File: src/rtl/uart_cfg_pkg.sv
// uart_cfg_pkg: shared types and constants for the UART configuration master.
// Holds the FSM state enum, request opcodes, register-file addresses, the read
// marker, response status codes, field defaults and small decode helpers.
package uart_cfg_pkg;

   typedef enum logic [1:0] {
      ST_IDLE  = 2'd0,
      ST_ISSUE = 2'd1,
      ST_WAIT  = 2'd2,
      ST_RESP  = 2'd3
   } cfg_state_t;

   // req_op encodings
   localparam logic [1:0] OP_WRITE    = 2'b00;
   localparam logic [1:0] OP_READ     = 2'b01;
   localparam logic [1:0] OP_DEFAULTS = 2'b10;
   localparam logic [1:0] OP_ILLEGAL  = 2'b11;

   // req_reg field selectors
   localparam logic [1:0] FLD_PARITY       = 2'd0;
   localparam logic [1:0] FLD_PARITY_TYPE  = 2'd1;
   localparam logic [1:0] FLD_STOP_BITS    = 2'd2;
   localparam logic [1:0] FLD_FRAME_LENGTH = 2'd3;

   // register-file addresses
   localparam logic [3:0] ADDR_DEFAULTS     = 4'b0000;
   localparam logic [3:0] ADDR_PARITY       = 4'b1001;
   localparam logic [3:0] ADDR_PARITY_TYPE  = 4'b1010;
   localparam logic [3:0] ADDR_STOP_BITS    = 4'b1011;
   localparam logic [3:0] ADDR_FRAME_LENGTH = 4'b1100;

   // cfg_data value that tells the register file "this is a read"
   localparam logic [3:0] READ_MARKER = 4'b1111;

   // response status codes
   localparam logic [1:0] STS_OK       = 2'b00;
   localparam logic [1:0] STS_TIMEOUT  = 2'b01;
   localparam logic [1:0] STS_PROTOCOL = 2'b10;
   localparam logic [1:0] STS_ILLEGAL  = 2'b11;

   // field defaults
   localparam logic       DEF_PARITY       = 1'b1;
   localparam logic       DEF_PARITY_TYPE  = 1'b0;
   localparam logic       DEF_STOP_BITS    = 1'b0;
   localparam logic [3:0] DEF_FRAME_LENGTH = 4'b1000;

   // A frame_length write of 1111 would be indistinguishable from a read.
   function automatic logic is_illegal(input logic [1:0] op, input logic [1:0] field,
                                       input logic [3:0] wdata);
      return (op == OP_ILLEGAL) ||
             (op == OP_WRITE && field == FLD_FRAME_LENGTH && wdata == READ_MARKER);
   endfunction

   function automatic logic [3:0] bus_address(input logic [1:0] op, input logic [1:0] field);
      logic [3:0] a;
      a = ADDR_DEFAULTS;
      if (op != OP_DEFAULTS) begin
         case (field)
            FLD_PARITY:       a = ADDR_PARITY;
            FLD_PARITY_TYPE:  a = ADDR_PARITY_TYPE;
            FLD_STOP_BITS:    a = ADDR_STOP_BITS;
            default:          a = ADDR_FRAME_LENGTH;
         endcase
      end
      return a;
   endfunction

   // Single-bit fields carry their value in bit 0 only.
   function automatic logic [3:0] bus_data(input logic [1:0] op, input logic [1:0] field,
                                           input logic [3:0] wdata);
      logic [3:0] d;
      d = 4'b0000;
      if (op == OP_READ)
         d = READ_MARKER;
      else if (op == OP_WRITE)
         d = (field == FLD_FRAME_LENGTH) ? wdata : {3'b000, wdata[0]};
      return d;
   endfunction

endpackage

File: src/rtl/uart_cfg_timer.sv
// uart_cfg_timer: ack-wait timeout counter with synchronous clear and enable.
// Ports: clk_16bd, rst (async, active-high), clr, en in; expired out.
// expired is high in the enabled cycle whose edge would bring the count to TIMEOUT_CYCLES.
module uart_cfg_timer #(
   parameter int unsigned TIMEOUT_CYCLES = 15
) (
   input  logic clk_16bd,
   input  logic rst,
   input  logic clr,
   input  logic en,
   output logic expired
);

   localparam logic [7:0] LAST = 8'(TIMEOUT_CYCLES - 1);

   logic [7:0] count;

   always_ff @(posedge clk_16bd or posedge rst) begin
      if (rst)
         count <= 8'd0;
      else if (clr)
         count <= 8'd0;
      else if (en)
         count <= count + 8'd1;
   end

   // The count holds the number of completed WAIT cycles; this flag fires in
   // the cycle that completes the TIMEOUT_CYCLES-th one.
   assign expired = en && (count == LAST);

endmodule

File: src/rtl/uart_cfg_master.sv
// uart_cfg_master: turns one host config request into a single register-file
// strobe, waits for ack/readback with timeout, and returns one response pulse.
// Ports: req_* request handshake, cfg_* register-file strobe/ack/readback,
// rsp_* response. Optional shadow_* field copies when UART_CFG_SHADOW_EN is defined.
module uart_cfg_master
   import uart_cfg_pkg::*;
#(
   parameter int unsigned TIMEOUT_CYCLES = 15
) (
   input  logic       clk_16bd,
   input  logic       rst,
   input  logic       req_valid,
   output logic       req_ready,
   input  logic [1:0] req_op,
   input  logic [1:0] req_reg,
   input  logic [3:0] req_wdata,
   output logic       cfg_valid,
   output logic [3:0] cfg_address,
   output logic [3:0] cfg_data,
   input  logic       cfg_ack,
   input  logic       cfg_rdata_valid,
   input  logic [3:0] cfg_rdata,
   output logic       rsp_valid,
   output logic [3:0] rsp_rdata,
`ifdef UART_CFG_SHADOW_EN
   output logic [1:0] rsp_status,
   output logic       shadow_parity,
   output logic       shadow_parity_type,
   output logic       shadow_stop_bits,
   output logic [3:0] shadow_frame_length
`else
   output logic [1:0] rsp_status
`endif
);

   cfg_state_t state, state_nxt;

   logic [1:0] op_q;
   logic [1:0] reg_q;
   logic [3:0] wdata_q;
   logic [3:0] rdata_q;
   logic [1:0] status_q;

   logic       load_req;
   logic       set_rsp;
   logic [1:0] status_nxt;
   logic [3:0] rdata_nxt;
   logic       timer_clr;
   logic       timer_en;
   logic       timer_expired;

   uart_cfg_timer #(
      .TIMEOUT_CYCLES(TIMEOUT_CYCLES)
   ) u_timer (
      .clk_16bd (clk_16bd),
      .rst      (rst),
      .clr      (timer_clr),
      .en       (timer_en),
      .expired  (timer_expired)
   );

   always_ff @(posedge clk_16bd or posedge rst) begin
      if (rst)
         state <= ST_IDLE;
      else
         state <= state_nxt;
   end

   always_comb begin
      state_nxt  = state;
      load_req   = 1'b0;
      set_rsp    = 1'b0;
      status_nxt = STS_OK;
      rdata_nxt  = 4'b0000;
      timer_clr  = 1'b1;
      timer_en   = 1'b0;
      unique case (state)
         ST_IDLE: begin
            if (req_valid) begin
               load_req = 1'b1;
               if (is_illegal(req_op, req_reg, req_wdata)) begin
                  set_rsp    = 1'b1;
                  status_nxt = STS_ILLEGAL;
                  state_nxt  = ST_RESP;
               end else begin
                  state_nxt = ST_ISSUE;
               end
            end
         end
         ST_ISSUE: begin
            state_nxt = ST_WAIT;
         end
         ST_WAIT: begin
            timer_clr = 1'b0;
            timer_en  = 1'b1;
            if (cfg_ack) begin
               set_rsp   = 1'b1;
               state_nxt = ST_RESP;
               if (op_q == OP_READ) begin
                  if (cfg_rdata_valid)
                     rdata_nxt = cfg_rdata;
                  else
                     status_nxt = STS_PROTOCOL;
               end else if (cfg_rdata_valid) begin
                  // readback on a write/defaults means the target misdecoded us
                  status_nxt = STS_PROTOCOL;
               end
            end else if (timer_expired) begin
               set_rsp    = 1'b1;
               status_nxt = STS_TIMEOUT;
               state_nxt  = ST_RESP;
            end
         end
         ST_RESP: begin
            state_nxt = ST_IDLE;
         end
         default: begin
            state_nxt = ST_IDLE;
         end
      endcase
   end

   always_ff @(posedge clk_16bd or posedge rst) begin
      if (rst) begin
         op_q     <= OP_WRITE;
         reg_q    <= FLD_PARITY;
         wdata_q  <= 4'b0000;
         rdata_q  <= 4'b0000;
         status_q <= STS_OK;
      end else begin
         if (load_req) begin
            op_q    <= req_op;
            reg_q   <= req_reg;
            wdata_q <= req_wdata;
         end
         if (set_rsp) begin
            rdata_q  <= rdata_nxt;
            status_q <= status_nxt;
         end
      end
   end

   assign req_ready   = (state == ST_IDLE);
   assign cfg_valid   = (state == ST_ISSUE);
   assign cfg_address = (state == ST_ISSUE) ? bus_address(op_q, reg_q) : 4'b0000;
   assign cfg_data    = (state == ST_ISSUE) ? bus_data(op_q, reg_q, wdata_q) : 4'b0000;
   assign rsp_valid   = (state == ST_RESP);
   assign rsp_rdata   = rdata_q;
   assign rsp_status  = status_q;

`ifdef UART_CFG_SHADOW_EN
   // Shadows change on the edge into RESP, so they already reflect the
   // outcome while rsp_valid is high. Only OK bus outcomes reach here.
   logic shadow_upd;
   assign shadow_upd = set_rsp && (state == ST_WAIT) && (status_nxt == STS_OK);

   always_ff @(posedge clk_16bd or posedge rst) begin
      if (rst) begin
         shadow_parity       <= DEF_PARITY;
         shadow_parity_type  <= DEF_PARITY_TYPE;
         shadow_stop_bits    <= DEF_STOP_BITS;
         shadow_frame_length <= DEF_FRAME_LENGTH;
      end else if (shadow_upd) begin
         if (op_q == OP_DEFAULTS) begin
            shadow_parity       <= DEF_PARITY;
            shadow_parity_type  <= DEF_PARITY_TYPE;
            shadow_stop_bits    <= DEF_STOP_BITS;
            shadow_frame_length <= DEF_FRAME_LENGTH;
         end else begin
            case (reg_q)
               FLD_PARITY:      shadow_parity      <= (op_q == OP_READ) ? cfg_rdata[0] : wdata_q[0];
               FLD_PARITY_TYPE: shadow_parity_type <= (op_q == OP_READ) ? cfg_rdata[0] : wdata_q[0];
               FLD_STOP_BITS:   shadow_stop_bits   <= (op_q == OP_READ) ? cfg_rdata[0] : wdata_q[0];
               default:         shadow_frame_length <= (op_q == OP_READ) ? cfg_rdata : wdata_q;
            endcase
         end
      end
   end
`endif

endmodule
File: config.mk
export PLATFORM = sky130hd
export DESIGN_NAME = uart_cfg_master
export DESIGN_NICKNAME = d
export VERILOG_FILES = /design/src/rtl/uart_cfg_pkg.sv /design/src/rtl/uart_cfg_timer.sv /design/src/rtl/uart_cfg_master.sv
export SDC_FILE = /design/constraint.sdc
export NUM_CORES = 1
export LEC_CHECK = 0
export ABC_AREA = 1
export ABC_CLOCK_PERIOD_IN_PS = 2800
export BUFFER_PORTS_ARGS = -buffer_cell sky130_fd_sc_hd__buf_4
export CAP_MARGIN = 40
export CORE_MARGIN = 1.5
export CORE_UTILIZATION = 59
export CTS_BUF_LIST = sky130_fd_sc_hd__clkbuf_4 sky130_fd_sc_hd__clkbuf_8
export DETAILED_ROUTE_END_ITERATION = 12
export HOLD_SLACK_MARGIN = 0.05
export PLACE_DENSITY = 0.95
export SYNTH_ARGS = -nofsm -noshare
export SYNTH_HDL_FRONTEND = slang
export SYNTH_SLANG_ARGS = --single-unit
File: constraint.sdc
create_clock -name clk_16bd -period 2.8 [get_ports clk_16bd]
set_input_delay 0.28 -clock clk_16bd [delete_from_list [all_inputs] [get_ports clk_16bd]]
set_output_delay 0.28 -clock clk_16bd [all_outputs]
set_load 0.01 [all_outputs]
; After elaboration in Yosys (flattened, before gate mapping)
; Index checks and enable logic that the tools add are counted.
[word_totals]
register_bits = 24
out_inout_bits = 17
wordCells = 66
[op_classes]
addsub = 1
n_eq_ne = 15
mux = 34
reduce_logical = 9
[ops]
columns = operator, n
row1 = 4-bit 2-to-1 mux, 10
row2 = 2-bit 2-to-1 mux, 10
row3 = 8-bit 2-to-1 mux, 2
row4 = "2-bit == test, second input constant", 6
row5 = 3-bit one-hot mux with 3 select lines, 1
row6 = "8-bit by 1-bit adder with 8-bit output, second input constant", 1
row7 = "8-bit by 4-bit == test with 1-bit output, second input constant", 1
row8 = 2-bit logical NOT, 4
row9 = 1-bit 2-to-1 mux, 8
row10 = 2-bit one-hot mux with 4 select lines, 1
row11 = "2-bit by 1-bit == test with 1-bit output, second input constant", 3
row12 = "4-bit == test, second input constant", 1
row13 = "2-bit != test, second input constant", 2
row14 = 2-bit one-hot mux with 2 select lines, 1
row15 = 1-bit logical AND, 3
row16 = "3-bit != test, second input constant", 1
row17 = "2-bit by 1-bit != test with 1-bit output, second input constant", 1
row18 = 1-bit one-hot mux with 2 select lines, 1
row19 = 2-bit AND reduction, 1
row20 = 1-bit logical OR, 1

; Logic depth before layout (Yosys ltp)
[depth]
depth_word = 7
mapped_depth = 10
mapped_depth_nobuf = 10

; Cells and area by module
; From an unflattened synthesis, not the netlist that was laid out.
[hier_totals]
cells_unflattened = 183
area_unflattened_um2 = 1428.9
[modules_own_cells]
columns = module, n_inst, cells_per_inst, area_each_um2
row1 = uart_cfg_master, 1, 120, 942.2
row2 = uart_cfg_timer, 1, 63, 486.7

; Worst setup path after synthesis
; Ideal clock, no wire load.
[synth_timing]
path_kind = reg-to-output
startpoint = reg state[1]
endpoint = out cfg_address[0]
arrival_time_ps = 1274
path_slack_ps = 1246
path_stages_with_launch = 7
path_buffers = 0
path_cell_list = dfrtp_1 inv_1 ha_1 inv_1 a21oi_1 inv_1 nor2_1
[synth_between]
elab_chain_cells = 2
[synth_lines]
columns = item, line_no
row1 = start: declaration, uart_cfg_master.sv:36  ; cfg_state_t state, state_nxt;
row2 = start signal: assignment, uart_cfg_master.sv:66  ; state <= state_nxt;
row3 = 2-bit by 1-bit == test with 1-bit output, -
row4 = named net cfg_valid, uart_cfg_master.sv:17  ; output logic cfg_valid,
row5 = 4-bit 2-to-1 mux, uart_cfg_master.sv:145  ; assign cfg_address = (state == ST_ISSUE) ? bus_address(op_q, reg_q) : 4'b0000;
row6 = end: declaration, uart_cfg_master.sv:18  ; output logic [3:0] cfg_address,
; The timed path passes the listed nets, and every way through them passes these cells.

; Worst setup path in the final report
[layout_timing]
startpoint = reg state[1]
endpoint = out cfg_address[1]
[layout_between]
elab_chain_cells = 2
[layout_lines]
columns = item, line_no
row1 = 2-bit by 1-bit == test with 1-bit output, uart_cfg_master.sv:145
row2 = 4-bit 2-to-1 mux, uart_cfg_master.sv:145
; No other way between the ends.

==> impl_results.md <==
- Maximum fanout along the worst path: 4
- Final setup vio count: 0
- CTS sink count: 24
- Worst setup path end: cfg_address[1]
- Tcrit/Tclk final: 70.6%
- Post-synthesis register bit count: 24
- Least-Margin Pin Slew: 0.411 ns
- Lkg Pwr: 0.921 nW
- Critical Path AT: 1.70 ns
- Total track usage: 26.2%
- Syn Area/Cell: 7.73 um2
- Critical path data required time: 2.52 ns
- Peak VDD IR: 620 uV
- DRT antenna net count: 0
- Total global routing overflow: 0
- Chip width: 51.2 um
- Run status: finished clean
- Clock Latency Late Sink: 0.32 ns
- Asr flop ratio synth: 100%
- Post-DP HPWL: 2.47 mm
- Core Region: 2190 um2
- Worst path top cell family by delay: flip-flops
- CP startpoint: state[1]
- Starting density of the core: 62.5%
- Setup bufs post-CTS: 0
- CP Cell Sequence: inv_1 > ha_1 > inv_1 > a21oi_1 > inv_1 > nor2_1 > buf_4
- DR iter-0 viols: 25
- Placed cells: 238
- Reg2reg end: rsp_rdata[0]
- Max Root-Sink Buffers: 2
- Std-Cell Rows: 17
- Register-to-Register Path Depth: 6
- Max stage delay on crit path: 0.44 ns
- Die footprint: 2620 um2
- Register area share after synthesis: 43.9%
- Fin. Hold Viols: 0
- Min cycle time layout: 1.98 ns
- H-tree levels: 1
- Hold Path Class: input pin to flop
- Post-synthesis cell count: 177
- Post-synth top flop: dfrtp_1
- Slew margin rel.: 72.6%
- Area Growth Syn to Fin: 23.6%
- WL/cell: 12.6 um
- Pin count of the biggest net entering global routing: 16
- Crit path depth: 7
- Clock slew at reported path FFs: 0.13 ns
- Maxcap violations: 0
- Cell mode on critical path: inv_1
- Vias in the first global route: 1190
- Drt total wl: 3.05 mm
- First-pass GRT wire length: 5.05 mm
- CTS tree: built
- IO Count: 34
- Share of layout cells above drive strength 1: 22.9%
- Synthesized Nets: 205
- R2R Setup Slk: 1.14 ns
- Die height: 51.2 um
- Max Freq: 506 MHz
- Max-slew violations: 0
- Finished Layout Cells: 242
- Filler cells: 146
- Drt first pass iters: 4
- IO buf count: 33
- Post-DR vias/cell: 5.21
- Clk_skew: 0.0113 ns
- Nets@finish: 244
- Unrepaired setup endpoints after global routing: no
- Power density over the cells: 812 nW/um2
- DR vias: 1260
- CP bufs+invs: 4
- Distinct cells, synth: 19
- GP Congestion: 0.911
- R2r startpoint: state[0]
- Synthesis Warnings: 0
- Crit Path Class: flop to output port
- Critical path launch point type: flop
- Ant diodes: 0
- CTS Buf Count: 3
- Post-synth EDFFs: 0
- Initial antenna violation count: 0
- TNS Setup: 0 ns
- Cell Area, Synth: 1370 um2
- Drt drc: 0
- Root buffer cell: clkbuf_4
- Setup crit end kind: output port
- Utilization after layout: 77.2%
- Slowest stage cell on the critical path: dfrtp_1
==> cell families after synthesis <==
logic type / after synthesis / synth area share, %
xor+xnor: 1 / 0.640
simple gates: 100 / 32.1
fa+ha+maj: 11 / 10.1
flops: 24 / 43.9
buf+inv: 25 / 7.13
compound gates: 16 / 6.21
==> layout by cell type (no fill, tap or decap) <==
cell type / netlist / layout
nor2_1: 25 / 25
o21bai_1: 2 / 2
inv_1: 21 / 21
a21oi_1: 7 / 7
nand2_1: 52 / 52
ha_1: 11 / 11
nor3_1: 2 / 2
nor3_2: 2 / 2
nand3_1: 11 / 11
or2_2: 1 / 1
nor4_1: 1 / 1
nor2_4: 1 / 1
nor3_4: 1 / 1
inv_2: 3 / 3
clkbuf_4: 0 / 3
xor2_1: 1 / 1
nand2_2: 4 / 4
dlygate4sd3_1: 0 / 1
buf_4: 1 / 33
o21ai_0: 7 / 7
dfrtp_1: 24 / 24
buf_8: 0 / 1
==> worst register-to-register path, delay by kind of cell (launching register included) <==
kind / cells / cell delay, ns
adders and majority gates: 1 / 0.39
and+or+nand+nor: 3 / 0.43
buffers and inverters: 2 / 0.33
DFF: 1 / 0.45
==> routing by layer <==
metal  vias up  share of wire (%)  track usage, %
li1        621                  -               -
met1       589                 41            29.0
met2        44                 52            49.8
met3         6                4.8            4.39
met4         0                1.4            9.01
met5         -                  0               0
==> worst min-delay path by stage <==
| stage | start | to | slack (ns) | depth (start not counted) |
|---|---|---|---|---|
| after floorplan | rst | op_q[0] | 0.29 | 1 |
| after global placement | wdata_q[2] | wdata_q[2] | 0.47 | 2 |
| after detailed placement | rst | u_timer.count[2] | 0.30 | 2 |
| after CTS | cfg_rdata[3] | rsp_rdata[3] | 0.15 | 3 |
| after global routing | req_wdata[1] | wdata_q[1] | 0.15 | 3 |
| final | cfg_rdata[1] | rsp_rdata[1] | 0.15 | 3 |
==> sequential cells by signal (all words and copies together), names as in the netlist <==
name	flops
state	2
rsp_rdata	4
rsp_status	2
u_timer.count	8
reg_q	2
wdata_q	4
op_q	2
==> Yosys cell counts, types with 2 or more instances <==
| master | count | area [um2] |
|---|---|---|
| nor3_2 | 2 | 20.0 |
| nand2_1 | 52 | 195 |
| inv_1 | 21 | 78.8 |
| nor3_1 | 2 | 10.0 |
| nand2_2 | 4 | 25.0 |
| o21bai_1 | 2 | 15.0 |
| nor2_1 | 25 | 93.8 |
| inv_2 | 3 | 11.3 |
| a21oi_1 | 7 | 35.0 |
| o21ai_0 | 7 | 35.0 |
| nand3_1 | 11 | 55.1 |
| ha_1 | 11 | 138 |
| dfrtp_1 | 24 | 601 |
==> where the power goes <==
group	switching (mW)	internal [mW]	total [mW]
clock network	0.0977	0.0504	0.148
logic	0.388	0.286	0.674
registers	0.0987	0.453	0.552
==> layout make-up <==
type | instances | area (um2) | area share [%]
Sequential cell | 24 | 601 | 35.5
Clock buffer | 3 | 22.5 | 1.33
Multi-Input combinational cell | 128 | 671 | 39.6
Timing Repair Buffer | 35 | 273 | 16.1
Tap cell | 28 | 35.0 | 2.07
Inverter | 24 | 90.1 | 5.33
==> metrics by stage <==
stage	setup slack (ns)	power (mW)	cell area [um2]	hold slack, ns
after floorplan	1.25	0.952	1370	0.295
after global placement	1.27	1.16	1640	0.465
after detailed placement	1.19	1.23	1660	0.298
after CTS	0.826	1.37	1690	0.155
after global routing	0.733	1.49	1690	0.153
final	0.822	1.37	1690	0.152
==> timing repair <==
action / in CTS / in global routing
hold endpoints to repair: 9 / 0
gates resized for setup: 0 / 0
hold buffers: 1 / 0
No activity file was read; power rests on OpenSTA's default activity.
